File: config.mk
export PLATFORM = sky130hd
export DESIGN_NAME = lsu_agu
export DESIGN_NICKNAME = d
export VERILOG_FILES = /design/src/rtl/lsu_agu_pkg.sv /design/src/rtl/lsu_agu_adder.sv /design/src/rtl/lsu_agu.sv
export SDC_FILE = /design/constraint.sdc
export NUM_CORES = 1
export LEC_CHECK = 0
export ABC_AREA = 1
export BUFFER_PORTS_ARGS = -buffer_cell sky130_fd_sc_hd__buf_2
export CORE_ASPECT_RATIO = 1.2
export CORE_MARGIN = 2
export CORE_UTILIZATION = 55
export DETAILED_ROUTE_END_ITERATION = 10
export PLACE_DENSITY = 0.83
export SYNTH_ARGS = -nofsm -noshare
export SYNTH_HDL_FRONTEND = slang
export SYNTH_SLANG_ARGS = --single-unit
File: constraint.sdc
create_clock -name clk -period 9 [get_ports clk]
set_input_delay 1.8 -clock clk [delete_from_list [all_inputs] [get_ports clk]]
set_output_delay 1.8 -clock clk [all_outputs]
set_load 0.01 [all_outputs]
File: src/rtl/lsu_agu_pkg.sv
// Shared load/store parameters, opcode constants and the AGU payload layout.
package lsu_agu_pkg;

   localparam int unsigned XLEN             = 64;
   localparam int unsigned VIRTUAL_ADDR_LEN = 39;
   localparam int unsigned LS_OPCODE_WIDTH  = 4;
   localparam int unsigned ROB_INDEX_WIDTH  = 6;
   localparam int unsigned IMM_LEN          = 12;

   // Load opcodes
   localparam logic [LS_OPCODE_WIDTH-1:0] LDU_LB  = 4'h0;
   localparam logic [LS_OPCODE_WIDTH-1:0] LDU_LH  = 4'h1;
   localparam logic [LS_OPCODE_WIDTH-1:0] LDU_LW  = 4'h2;
   localparam logic [LS_OPCODE_WIDTH-1:0] LDU_LD  = 4'h3;
   localparam logic [LS_OPCODE_WIDTH-1:0] LDU_LBU = 4'h4;
   localparam logic [LS_OPCODE_WIDTH-1:0] LDU_LHU = 4'h5;
   localparam logic [LS_OPCODE_WIDTH-1:0] LDU_LWU = 4'h6;

   // Store opcodes
   localparam logic [LS_OPCODE_WIDTH-1:0] STU_SB  = 4'h8;
   localparam logic [LS_OPCODE_WIDTH-1:0] STU_SH  = 4'h9;
   localparam logic [LS_OPCODE_WIDTH-1:0] STU_SW  = 4'hA;
   localparam logic [LS_OPCODE_WIDTH-1:0] STU_SD  = 4'hB;

   // One op as carried from AGU into the address-check stage
   typedef struct packed {
      logic                        ls;
      logic [LS_OPCODE_WIDTH-1:0]  opcode;
      logic [XLEN-1:0]             data;
      logic [ROB_INDEX_WIDTH-1:0]  rob_index;
      logic [VIRTUAL_ADDR_LEN-1:0] addr;
      logic                        noncanon;
   } agu_payload_t;

endpackage

File: src/rtl/lsu_agu_adder.sv
// Combinational address adder: base + sign-extended immediate, 64-bit wrap,
// truncated to the Sv39 virtual address plus a non-canonical flag.
module lsu_agu_adder
   import lsu_agu_pkg::*;
(
   input  logic [XLEN-1:0]             base_i,
   input  logic [IMM_LEN-1:0]          imm_i,
   output logic [VIRTUAL_ADDR_LEN-1:0] addr_o,
   output logic                        noncanon_o
);

   localparam int unsigned UpperLen = XLEN - VIRTUAL_ADDR_LEN;

   logic [XLEN-1:0] sum;

   // Sum and canonical check; upper bits must replicate the VA sign bit
   always_comb begin
      sum        = base_i + {{(XLEN-IMM_LEN){imm_i[IMM_LEN-1]}}, imm_i};
      addr_o     = sum[VIRTUAL_ADDR_LEN-1:0];
      noncanon_o = (sum[XLEN-1:VIRTUAL_ADDR_LEN] != {UpperLen{sum[VIRTUAL_ADDR_LEN-1]}});
   end

endmodule

File: src/rtl/lsu_agu.sv
// LSU address-generation stage. Computes the virtual address for each issued
// op and registers it toward the address-check stage behind valid/ready.
// Build option LSU_AGU_SKID_EN: when defined, a skid register makes
// rcu_agu_ready_o a pure registered-state signal; otherwise a single pipeline
// register is used and ready depends combinationally on agu_ac_ready_i.
module lsu_agu
   import lsu_agu_pkg::*;
(
   input  logic                        clk,
   input  logic                        rst,
   input  logic                        flush_i,

   input  logic                        rcu_agu_valid_i,
   output logic                        rcu_agu_ready_o,
   input  logic                        rcu_agu_ls_i,
   input  logic [LS_OPCODE_WIDTH-1:0]  rcu_agu_opcode_i,
   input  logic [XLEN-1:0]             rcu_agu_base_i,
   input  logic [IMM_LEN-1:0]          rcu_agu_imm_i,
   input  logic [XLEN-1:0]             rcu_agu_data_i,
   input  logic [ROB_INDEX_WIDTH-1:0]  rcu_agu_rob_index_i,

   output logic                        agu_ac_valid_o,
   input  logic                        agu_ac_ready_i,
   output logic                        agu_ac_ls_o,
   output logic [LS_OPCODE_WIDTH-1:0]  agu_ac_opcode_o,
   output logic [XLEN-1:0]             agu_ac_data_o,
   output logic [ROB_INDEX_WIDTH-1:0]  agu_ac_rob_index_o,
   output logic [VIRTUAL_ADDR_LEN-1:0] agu_ac_addr_o,
   output logic                        agu_ac_noncanon_o
);

   logic [VIRTUAL_ADDR_LEN-1:0] in_addr;
   logic                        in_noncanon;
   agu_payload_t                in_payload;
   logic                        in_fire;

   agu_payload_t main_q, main_d;
   logic         main_valid_q, main_valid_d;

   lsu_agu_adder u_adder (
      .base_i     (rcu_agu_base_i),
      .imm_i      (rcu_agu_imm_i),
      .addr_o     (in_addr),
      .noncanon_o (in_noncanon)
   );

   // Pack the incoming op with its computed address
   always_comb begin
      in_payload.ls        = rcu_agu_ls_i;
      in_payload.opcode    = rcu_agu_opcode_i;
      in_payload.data      = rcu_agu_data_i;
      in_payload.rob_index = rcu_agu_rob_index_i;
      in_payload.addr      = in_addr;
      in_payload.noncanon  = in_noncanon;
   end

   assign in_fire = rcu_agu_valid_i & rcu_agu_ready_o;

`ifdef LSU_AGU_SKID_EN

   agu_payload_t skid_q, skid_d;
   logic         skid_valid_q, skid_valid_d;
   logic         out_fire;

   assign out_fire        = main_valid_q & agu_ac_ready_i;
   assign rcu_agu_ready_o = ~rst & ~skid_valid_q;

   // Main/skid steering: skid refills main first so FIFO order is kept;
   // skid is only written while main is held. Flush dominates.
   always_comb begin
      main_d       = main_q;
      main_valid_d = main_valid_q;
      skid_d       = skid_q;
      skid_valid_d = skid_valid_q;
      if (flush_i) begin
         main_valid_d = 1'b0;
         skid_valid_d = 1'b0;
      end else if (out_fire || !main_valid_q) begin
         if (skid_valid_q) begin
            // ready_o is low while skid is full, so no input competes here
            main_d       = skid_q;
            main_valid_d = 1'b1;
            skid_valid_d = 1'b0;
         end else begin
            main_valid_d = in_fire;
            if (in_fire) begin
               main_d = in_payload;
            end
         end
      end else if (in_fire) begin
         skid_d       = in_payload;
         skid_valid_d = 1'b1;
      end
   end

   // Skid state register; only the valid bit is reset
   always_ff @(posedge clk) begin
      if (rst) begin
         skid_valid_q <= 1'b0;
      end else begin
         skid_valid_q <= skid_valid_d;
      end
      skid_q <= skid_d;
   end

`else

   assign rcu_agu_ready_o = ~rst & (~main_valid_q | agu_ac_ready_i);

   // Single pipeline register: load whenever the slot is free or draining
   always_comb begin
      main_d       = main_q;
      main_valid_d = main_valid_q;
      if (flush_i) begin
         main_valid_d = 1'b0;
      end else if (rcu_agu_ready_o) begin
         main_valid_d = rcu_agu_valid_i;
         if (in_fire) begin
            main_d = in_payload;
         end
      end
   end

`endif

   // Main state register; payload is deliberately left unreset
   always_ff @(posedge clk) begin
      if (rst) begin
         main_valid_q <= 1'b0;
      end else begin
         main_valid_q <= main_valid_d;
      end
      main_q <= main_d;
   end

   // Outputs driven straight from the main register
   always_comb begin
      agu_ac_valid_o     = main_valid_q;
      agu_ac_ls_o        = main_q.ls;
      agu_ac_opcode_o    = main_q.opcode;
      agu_ac_data_o      = main_q.data;
      agu_ac_rob_index_o = main_q.rob_index;
      agu_ac_addr_o      = main_q.addr;
      // Qualified so it reads 0 out of reset despite the unreset payload
      agu_ac_noncanon_o  = main_valid_q & main_q.noncanon;
   end

endmodule

==> metrics.md, run 1 <==
| Metric | Value |
|---|---|
| Status | finished, final reports clean |
| TritonCTS clock tree | built |
| Vias in the first global route | 9267 |
| Yosys reg bits | about 120 |
| Worst Setup Path Type | in2reg |
| Dpl cell area | roughly 11000 µm² |
| Commonest cells in the netlist | nand2_1, inv_1, edfxtp_1 |
| Yosys warnings | 0 |
| FILL cells | roughly 1700 |
| Hold worst-path end | agu_ac_valid_o |
| Worst Path Required | about 9.2 ns |
| Critical Path Max Stage Delay | 0.48 ns |
| Most common cell on crit path | nand2_1 |
| Count leader, synth | nand2_1 |
| Slowest CP cell | buf_4 |
| Slew Viols, Final | 0 |
| Crit path DAT | between 4 and 5 ns |
| Clk Latency, worst-skew pair | ~0.42 ns |
| Worst slack at placement | around 4.2 ns |
| Post-synth EDFFs | between 100 and 150 |
| 1st-iter DRT viols | slightly below 800 |
| Worst reg2reg setup slack | between 7 and 8 ns |
| H-tree levels | 4 |
| Ports | between 200 and 300 |
| Layout cells sized above 1 | 0.208 |
| Postcts setup bufs | 0 |
| Hold crit path type | reg2reg |
| Fin crit share | 0.497 |
| RSZ-0062 raised after global routing | no |
| Cells along the critical path | buf_2 > buf_4 > ha_1 > nand2_1 > inv_1 > nand2_1 > nand2_1 > a21oi_1 > nand3_1 > nand2_1 > nand2_1 > nand2_1 > nand2_1 > inv_1 > nand2_1 > nand2_1 > nand2_1 > nor2_1 > nand3_1 > nor2_1 > nand2_1 |
| Detail Route Antenna Nets | 0 |
| Total CTS buffers | 17 |
| Gate Count Post-Synth | approximately 1500 |
| PostCTS Resize Cnt | 0 |
| Final hold viol count | 0 |
| Final cell count without fillers | between 1500 and 2000 |
| Yosys cell types | 31 |
| DR WL/cell | ~16 µm |
| Largest net degree at the start of global routing | 63 |
| Max-slew headroom | 0.480 |
| # hold bufs at CTS | 0 |
| Gp weighted congestion | 1.05 |
| WL final | 30600 µm |
| Initial core utilization | 0.562 |
| Vias/cell | 5.14 |
| Initial antenna violation count | 0 |
| Area grow syn2layout | 13.1% |
| Global route overflow | 0 |
| Leakage | roughly 6.4 nW |
| Hold depth | 2 |
| Synth top area share | 0.337 |
| Total track usage | 0.306 |
| R2R Path End | agu_ac_data_o[21] |
| Sinks on the clock net | 116 |
| PwrDens | ~150 nW/µm² |
| Buf/Inv on CP | 4 |
| Crit Path Max Fanout | 53 |
| Top cells by area, synth | edfxtp_1, nand2_1, inv_1 |
| Worst-path clk slew | about 0.060 ns |
| Rows | between 50 and 60 |
| Worst-margin pin slew | 0.780 ns |
| Min-delay src | agu_ac_valid_o |
| Die H | between 150 and 200 µm |
| Max_cap viols | 0 |
| Worst Setup End Kind | flip-flop |
| Critical path's top delay family | simple AND/OR/NAND/NOR gates |
| Post-synth top area cell | edfxtp_1 |
| Final HPWL DP | around 25000 µm |
| Global-route wire length before repair | ~46000 µm |
| Primary FF master, synth | edfxtp_1 |
| Vias | 9751 |
| Clk_skew | roughly 0.011 ns |
| CTS root buffer | clkbuf_16 |
| VDD IR max | approximately 0.14 mV |
| Drt first pass iters | 6 |
| Syn_area_per_cell | slightly below 7 µm² |
| Post-Syn Area | 10200 µm² |
| Fin area | around 12000 µm² |
| Die area | ~20000 µm² |
| Origin of the critical flop-to-flop path | agu_ac_valid_o |
| Post-layout min period | 4.47 ns |
| Port bufs | between 200 and 300 |
| Setup violators final | 0 |
| Critical path depth | 21 |
| Clock Tree Buf Depth | 2 |
| Sequential fraction of the synthesis area | 0.339 |
| Max Freq | approximately 220 MHz |
| Syn_nets | about 1700 |
| Net count, final | approximately 1900 |
| Setup TNS | 0 ns |
| Die X | approximately 130 µm |
| Ys async rst share | 0 |
| Worst setup margin | about 4.5 ns |
| Crit start category | primary input |
| Finished Core Util | 0.636 |
| Total placed cells including tap cells | approximately 1900 |
| Core ar. | between 15000 and 20000 µm² |
| Drc violations | 0 |
| Worst reg2reg path depth | 4 |
## logic make-up (layout without fill, tap and decap cells)
family | after synthesis | count (layout) | share of synthesized area
adders and majority gates | 64 | 64 | 0.0789
xor gates and xnor gates | 37 | 37 | 0.0316
AOI/OAI and AO/OA | 101 | 101 | 0.0523
and+or+nand+nor | 770 | 770 | 0.312
other | 0 | 1 | 0
buffers and inverters | 393 | 585 | 0.186
DFF | 116 | 116 | 0.339
## area by class of cell
type,instances,area (µm²),share of cell area
Multi-Input combinational cell,972,4880,0.421
Sequential cell,116,3470,0.300
Timing Repair Buffer,275,1380,0.119
Inverter,279,1050,0.0903
Clock buffer,17,425,0.0367
Tap cell,224,280,0.0242
Clock inverter,14,105,0.00907
Antenna cell,1,2.50,0.000216
## metrics by stage
| stage | hold WS, ns | total power, mW |
|---|---|---|
| final | 0.578 | 1.74 |
| after CTS | 0.580 | 1.74 |
| after floorplan | 0.572 | 0.988 |
| after global routing | 0.619 | 1.82 |
| after global placement | 0.549 | 1.13 |
| after detailed placement | 0.573 | 1.14 |
## layer usage
metal,track usage,routed length [µm],up-vias
met5,0,0,-
met4,0.210,2070,0
met3,0.0522,2250,115
met2,0.534,15100,475
met1,0.338,11200,4296
li1,-,-,4865
## sequential cells by signal, indices dropped and copies added, names as in the netlist
register / count
agu_ac_data_o: 64
agu_ac_rob_index_o: 6
main_q: 1
agu_ac_ls_o: 1
agu_ac_valid_o: 1
agu_ac_opcode_o: 4
agu_ac_addr_o: 39
## how the worst max path moves through the flow
stage / slack [ns] / from / to
after floorplan: 1.45 / agu_ac_ready_i / agu_ac_addr_o[0]
after global placement: 4.22 / rcu_agu_imm_i[11] / main_q[0]
after detailed placement: 4.18 / rcu_agu_imm_i[11] / main_q[0]
after CTS: 4.63 / rcu_agu_imm_i[11] / main_q[0]
after global routing: 4.32 / rcu_agu_imm_i[11] / main_q[0]
final: 4.53 / rcu_agu_imm_i[11] / main_q[0]
## placed cells by master (no fill, tap or decap), drive strengths merged, types with 5 or more instances in the layout
| cell type | instances |
|---|---|
| a21oi | 67 |
| a31oi | 5 |
| buf | 275 |
| clkbuf | 17 |
| clkinv | 6 |
| edfxtp | 115 |
| ha | 63 |
| inv | 283 |
| nand2 | 577 |
| nand3 | 55 |
| nand3b | 9 |
| nand4 | 13 |
| nor2 | 95 |
| nor3 | 16 |
| o21ai | 20 |
| o21bai | 8 |
| xnor2 | 9 |
| xor2 | 28 |
## worst min-delay path, cell delays in order, from the launching register on
cell     delay, ns
dfxtp_1       0.33
a21oi_1       0.15
nor3_1        0.05
## where the power goes
part           switching, mW  internal, mW  total (mW)
clock network          0.251         0.351       0.602
logic                  0.338         0.169       0.507
registers            0.00430         0.627       0.631
total                  0.593          1.15        1.74
(Power assumes the default switching activity.)
==> run 2, diff against run 1 <==
Settings changed: CORE_UTILIZATION 55 to 49, PLACE_DENSITY 0.83 to 0.78.
Clock period 9 ns to 4.07 ns, I/O delays scaled along.
==> run 2 against run 1 <==
Core utilization shrank 5.9 points. Count of clock-buffer cells in the layout is the same. Worst hold slack lost 0.0089 ns. Final area grew 1.4%. Via count shrank 1.3%. Global-route usage shrank 2.8 points. First-iteration DRC count shrank 14%. Clock power grew 150%. Sequential power grew 120%.
==> metrics.md, run 2 (synthesis gave the netlist of run 1 again) <==
| Metric | Value |
|---|---|
| Crit path DAT | 3.52 ns (was 4.65 ns) |
| Initial antenna violation count | 2 (was 0) |
| Net count, final | 1882 (was 1881) |
| Max_cap viols | 0 (unchanged) |
| Vias in the first global route | 9157 (was 9267) |
| Detail Route Antenna Nets | 0 (unchanged) |
| Max reg flops | 64 (unchanged) |
| Die area | 22100 µm² (was 19700 µm²) |
| WL final | 31300 µm (was 30600 µm) |
| Vias/cell | 4.96 (was 5.14) |
| Buf/Inv on CP | 3 (was 4) |
| Final HPWL DP | 26400 µm (was 25500 µm) |
| Die X | 136 µm (was 129 µm) |
| Most common cell after layout, fill and taps aside | nand2_1 (unchanged) |
| Worst Setup End Kind | flip-flop (unchanged) |
| Crit Path Max Fanout | 15 (was 53) |
| TritonCTS clock tree | built (unchanged) |
| Worst Path Required | 4.24 ns (was 9.17 ns) |
| Core ar. | 20400 µm² (was 18200 µm²) |
| Critical Path Max Stage Delay | 0.42 ns (was 0.48 ns) |
| Global-route wire length before repair | 46700 µm (was 46000 µm) |
| Gp weighted congestion | 1.02 (was 1.05) |
| Max Freq | between 200 and 300 MHz |
| RSZ-0062 raised after global routing | no (unchanged) |
| Crit start category | primary input (unchanged) |
| Total track usage | 0.278 (was 0.306) |
| Status | finished, final reports clean (unchanged) |
| Global route overflow | 0 (unchanged) |
| Final hold viol count | 0 (unchanged) |
| # hold bufs at CTS | 0 (unchanged) |
| Cells along the critical path | buf_2 > buf_4 > ha_1 > nand2_1 > nor2_1 > inv_1 > nor2_1 > nand4_1 > nand3b_1 > nand2_1 > nand3_1 > nand2_1 > nand2_1 > nand2_1 > o21ai_0 > nand4_1 > nor2_1 > nand2_1 (was buf_2 > buf_4 > ha_1 > nand2_1 > inv_1 > nand2_1 > nand2_1 > a21oi_1 > nand3_1 > nand2_1 > nand2_1 > nand2_1 > nand2_1 > inv_1 > nand2_1 > nand2_1 > nand2_1 > nor2_1 > nand3_1 > nor2_1 > nand2_1) |
| Worst-margin pin slew | 0.634 ns (was 0.780 ns) |
| DR WL/cell | 16.1 µm (about the same) |
| Hold crit path type | in2reg (was reg2reg) |
| Max-slew headroom | 0.576 (was 0.480) |
| Die H | 162 µm (was 154 µm) |
| Setup violators final | 0 (unchanged) |
| CTS root buffer | clkbuf_16 (unchanged) |
| Area grow syn2layout | 14.7% (was 13.1%) |
| Clk Latency, worst-skew pair | 0.41 ns (was 0.42 ns) |
| Sinks on the clock net | 116 (unchanged) |
| Drt first pass iters | 5 (was 6) |
| Worst reg2reg path depth | 4 (unchanged) |
| Uppermost routed layer | met5 (was met4) |
| Port bufs | 272 (unchanged) |
| Layout cells sized above 1 | 0.210 (was 0.208) |
| Metal1 wirelength | 12000 µm (was 11200 µm) |
| Slowest CP cell | ha_1 (was buf_4) |
| Setup TNS | 0 ns (unchanged) |
| Clk_skew | 0.00469 ns (was 0.0106 ns) |
| Hold depth | 1 (was 2) |
| FILL cells | 1935 (was 1652) |
| Worst-path clk slew | 0.06 ns (about the same) |
| Fin crit share | 0.822 |
| Ports | 273 (unchanged) |
| Critical path's top delay family | simple AND/OR/NAND/NOR gates (unchanged) |
| 1st-iter DRT viols | 680 (was 791) |
| Register area | 3470 µm² (unchanged) |
| Critical path depth | 18 (was 21) |
| Slew Viols, Final | 0 (unchanged) |
| Met3 WL post-DR | 2250 µm (about the same) |
| Clock Tree Buf Depth | 2 (unchanged) |
| Worst Setup Path Type | in2reg (unchanged) |
| Multi-input logic area | 4880 µm² (unchanged) |
| Worst slack at placement | 0.399 ns (was 4.18 ns) |
| Drc violations | 0 (unchanged) |
| Total CTS buffers | 17 (unchanged) |
| Ant diodes | 0 (was 1) |
| Metal2 WL | 15300 µm (was 15100 µm) |
| Most common cell on crit path | nand2_1 (unchanged) |
| Largest net degree at the start of global routing | 59 (was 63) |
| Vias | 9624 (was 9751) |
| Worst setup margin | 0.723 ns (was 4.53 ns) |
| Rows | 57 (was 54) |
| VDD IR max | 0.271 mV (was 0.136 mV) |
| Leakage | 6.49 nW (was 6.43 nW) |
| H-tree levels | 4 (unchanged) |
| PwrDens | 343 nW/µm² (was 150 nW/µm²) |
| PostCTS Resize Cnt | 0 (unchanged) |
| Postcts setup bufs | 0 (unchanged) |
| Most frequent cells in the layout | nand2_1, inv_1, buf_2, edfxtp_1, nor2_1 (unchanged) |
| Post-layout min period | between 3 and 4 ns |
| Initial core utilization | 0.502 (was 0.562) |
run 2: metal layers:
metal / track usage / up-vias
li1: - / 4864
met1: 0.317 / 4221
met2: 0.496 / 437
met3: 0.0417 / 98
met4: 0.149 / 4
met5: 0 / -
run 2: area by class of cell:
cell class	instances	area share
multi-input combinational	972	0.415
timing repair buffer	276	0.122
inverter	279	0.0891
sequential	116	0.296
clock buffer	17	0.0362
clock inverter	15	0.0145
tap	265	0.0282
run 2: final timing paths:
path,start,endpoint,slack (ns)
setup / recovery,rcu_agu_imm_i[11],main_q[0],0.72
hold / removal,rcu_agu_data_i[57],agu_ac_data_o[57],0.57
setup reg to reg,agu_ac_valid_o,agu_ac_data_o[48],2.19
hold reg to reg,agu_ac_valid_o,agu_ac_valid_o,0.57
run 2: per-stage QoR:
step | hold slack [ns] | power, mW | utilization | cell area [µm²] | cells
6_report | 0.569 | 4.03 | 0.576 | 11800 | 1940
3_3_place_gp | 0.553 | 2.51 | 0.547 | 11200 | 1908
3_5_place_dp | 0.562 | 2.53 | 0.547 | 11200 | 1908
5_1_grt | 0.559 | 4.22 | 0.576 | 11800 | 1940
2_1_floorplan | 0.572 | 2.18 | - | 10300 | 1481
4_1_cts | 0.561 | 4.03 | 0.576 | 11800 | 1940
run 2: report_power, final:
| part | switching (mW) | internal, mW |
|---|---|---|
| Combinational | 0.752 | 0.378 |
| Sequential | 0.00958 | 1.38 |
| Clock | 0.584 | 0.918 |
| Total | 1.35 | 2.68 |
==> run 3, diff against run 2 <==
Settings changed: CORE_UTILIZATION 49 to 55, PLACE_DENSITY 0.78 to 0.83.
Clock period 4.07 ns to 3.1 ns, I/O delays scaled along.
==> run 3 against run 2 <==
Combinational power up 50%. Highest routed layer is now met4. Total power up 39%. Register-to-register slack worse by 0.86 ns. Core utilization up 12 points. Worst hold slack worse by 0.20 ns. Critical path depth unchanged. Sequential cell count unchanged. Global-route usage up 4.4 points. Largest power group unchanged. First-iteration DRC count up 7.4%. Clock power up 39%.
==> metrics.md, run 3 (synthesis gave the netlist of run 1 again) <==
| Metric | Value |
|---|---|
| Status | finished, final reports clean (unchanged) |
| Vias | 10300 (was 9624) |
| Port bufs | 272 (unchanged) |
| Slew Viols, Final | 0 (unchanged) |
| Area grow syn2layout | 24.3% (was 14.7%) |
| Post-layout min period | just under 3 ns |
| Total track usage | 0.322 (was 0.278) |
| Crit start category | primary input (unchanged) |
| Clk_skew | 0.00990 ns (was 0.00469 ns) |
| CTS root buffer | clkbuf_16 (unchanged) |
| Most frequent cells in the layout | nand2_1, inv_1, buf_2, buf_4, edfxtp_1 (was nand2_1, inv_1, buf_2, edfxtp_1, nor2_1) |
| FILL cells | 1532 (was 1935) |
| Die H | 154 µm (was 162 µm) |
| Dpl cell area | 12100 µm² (was 11200 µm²) |
| Core ar. | 18200 µm² (was 20400 µm²) |
| Ant diodes | 0 (unchanged) |
| Hold crit path type | in2reg (unchanged) |
| Fin crit share | 0.932 |
| Max Freq | about 350 MHz |
| Ports | 273 (unchanged) |
| Die area | 19700 µm² (was 22100 µm²) |
| Worst-margin pin slew | 0.621 ns (was 0.634 ns) |
| RSZ-0062 raised after global routing | no (unchanged) |
| Initial antenna violation count | 0 (was 2) |
| Fin area | 12700 µm² (was 11800 µm²) |
| PwrDens | 439 nW/µm² (was 343 nW/µm²) |
| Global-route wire length before repair | 49300 µm (was 46700 µm) |
| Global route overflow | 0 (unchanged) |
| Sinks on the clock net | 116 (unchanged) |
| Worst Path Required | 3.28 ns (was 4.24 ns) |
| Worst Setup End Kind | flip-flop (unchanged) |
| PostCTS Resize Cnt | 0 (unchanged) |
| 1st-iter DRT viols | 730 (was 680) |
| Worst slack at placement | -0.208 ns (was 0.399 ns) |
| Layout cells sized above 1 | 0.269 (was 0.210) |
| Drt first pass iters | 5 (unchanged) |
| Rows | 54 (was 57) |
| Worst Setup Path Type | in2reg (unchanged) |
| Max reg flops | 64 (unchanged) |
| Most common cell after layout, fill and taps aside | nand2_1 (unchanged) |
| Crit path DAT | 3.07 ns (was 3.52 ns) |
| Final HPWL DP | 26200 µm (was 26400 µm) |
| Worst setup margin | 0.212 ns (was 0.723 ns) |
| WL final | 31600 µm (was 31300 µm) |
| VDD IR max | 0.378 mV (was 0.271 mV) |
| Clk Latency, worst-skew pair | 0.42 ns (was 0.41 ns) |
| Worst-path clk slew | 0.07 ns (was 0.06 ns) |
| Detail Route Antenna Nets | 0 (unchanged) |
| Net count, final | 2017 (was 1882) |
| Leakage | 7.15 nW (was 6.49 nW) |
| Largest net degree at the start of global routing | 44 (was 59) |
| # hold bufs at CTS | 0 (unchanged) |
| Initial core utilization | 0.562 (was 0.502) |
| Max_cap viols | 0 (unchanged) |
| Max-slew headroom | 0.585 (was 0.576) |
| Crit Path Max Fanout | 27 (was 15) |
| Postcts setup bufs | 0 (unchanged) |
| Clock Tree Buf Depth | 2 (unchanged) |
| Vias/cell | 5.07 (was 4.96) |
| Total CTS buffers | 17 (unchanged) |
| TritonCTS clock tree | built (unchanged) |
| Setup violators final | 0 (unchanged) |
| Drc violations | 0 (unchanged) |
| Vias in the first global route | 10300 (was 9157) |
| DR WL/cell | 15.5 µm (was 16.1 µm) |
| Final hold viol count | 0 (unchanged) |
| Gp weighted congestion | 1.01 (was 1.02) |
| Die X | 129 µm (was 136 µm) |
| H-tree levels | 4 (unchanged) |
## run 3: final cells by class
type,instances,area (µm²),share of cell area
Multi-Input combinational cell,972,4880,0.383
Sequential cell,116,3470,0.273
Timing Repair Buffer,411,2440,0.192
Inverter,279,1050,0.0822
Clock buffer,17,425,0.0334
Tap cell,224,280,0.0220
Clock inverter,15,194,0.0152
## run 3: where the power goes
| group | total [mW] | switching (mW) | internal [mW] |
|---|---|---|---|
| logic | 1.69 | 1.01 | 0.679 |
| registers | 1.83 | 0.0134 | 1.82 |
| clock network | 2.08 | 0.792 | 1.29 |
## run 3: critical path, cell delays in order
cell	delay [ns]
buf_2	0.13
buf_12	0.16
ha_1	0.37
nand2_1	0.12
nor2_1	0.26
nand2_1	0.12
nor3_1	0.15
nand2_1	0.08
nand2_1	0.16
nand2_1	0.16
nand3_1	0.11
nand2_1	0.11
nand2_1	0.08
nand2_1	0.05
nor2_1	0.11
nand3_1	0.10
nor2_1	0.09
nand2_1	0.05
## run 3: per-stage QoR
stage,instances,hold slack (ns),util,power [mW],setup TNS [ns]
CTS,2034,0.358,0.698,5.59,0
floorplan,1481,0.583,-,2.86,0
global placement,2002,0.559,0.665,3.48,-0.159
detailed placement,2002,0.585,0.665,3.51,-0.208
finish,2034,0.367,0.698,5.60,0
global route,2034,0.354,0.698,5.85,0
## run 3: worst paths after layout
| check | startpoint | to | slack [ns] | cells after the start |
|---|---|---|---|---|
| setup reg to reg | agu_ac_valid_o | agu_ac_rob_index_o[1] | 1.33 | 4 |
| hold reg to reg | agu_ac_valid_o | agu_ac_valid_o | 0.59 | 2 |
| hold / removal | rcu_agu_rob_index_i[5] | agu_ac_rob_index_o[5] | 0.37 | 1 |
| setup / recovery | rcu_agu_imm_i[11] | main_q[0] | 0.21 | 18 |
## run 3: layer usage
metal	track usage	routed length (µm)
met5	0	0
met4	0.241	2540
met3	0.0588	2120
met2	0.570	15600
met1	0.336	11400
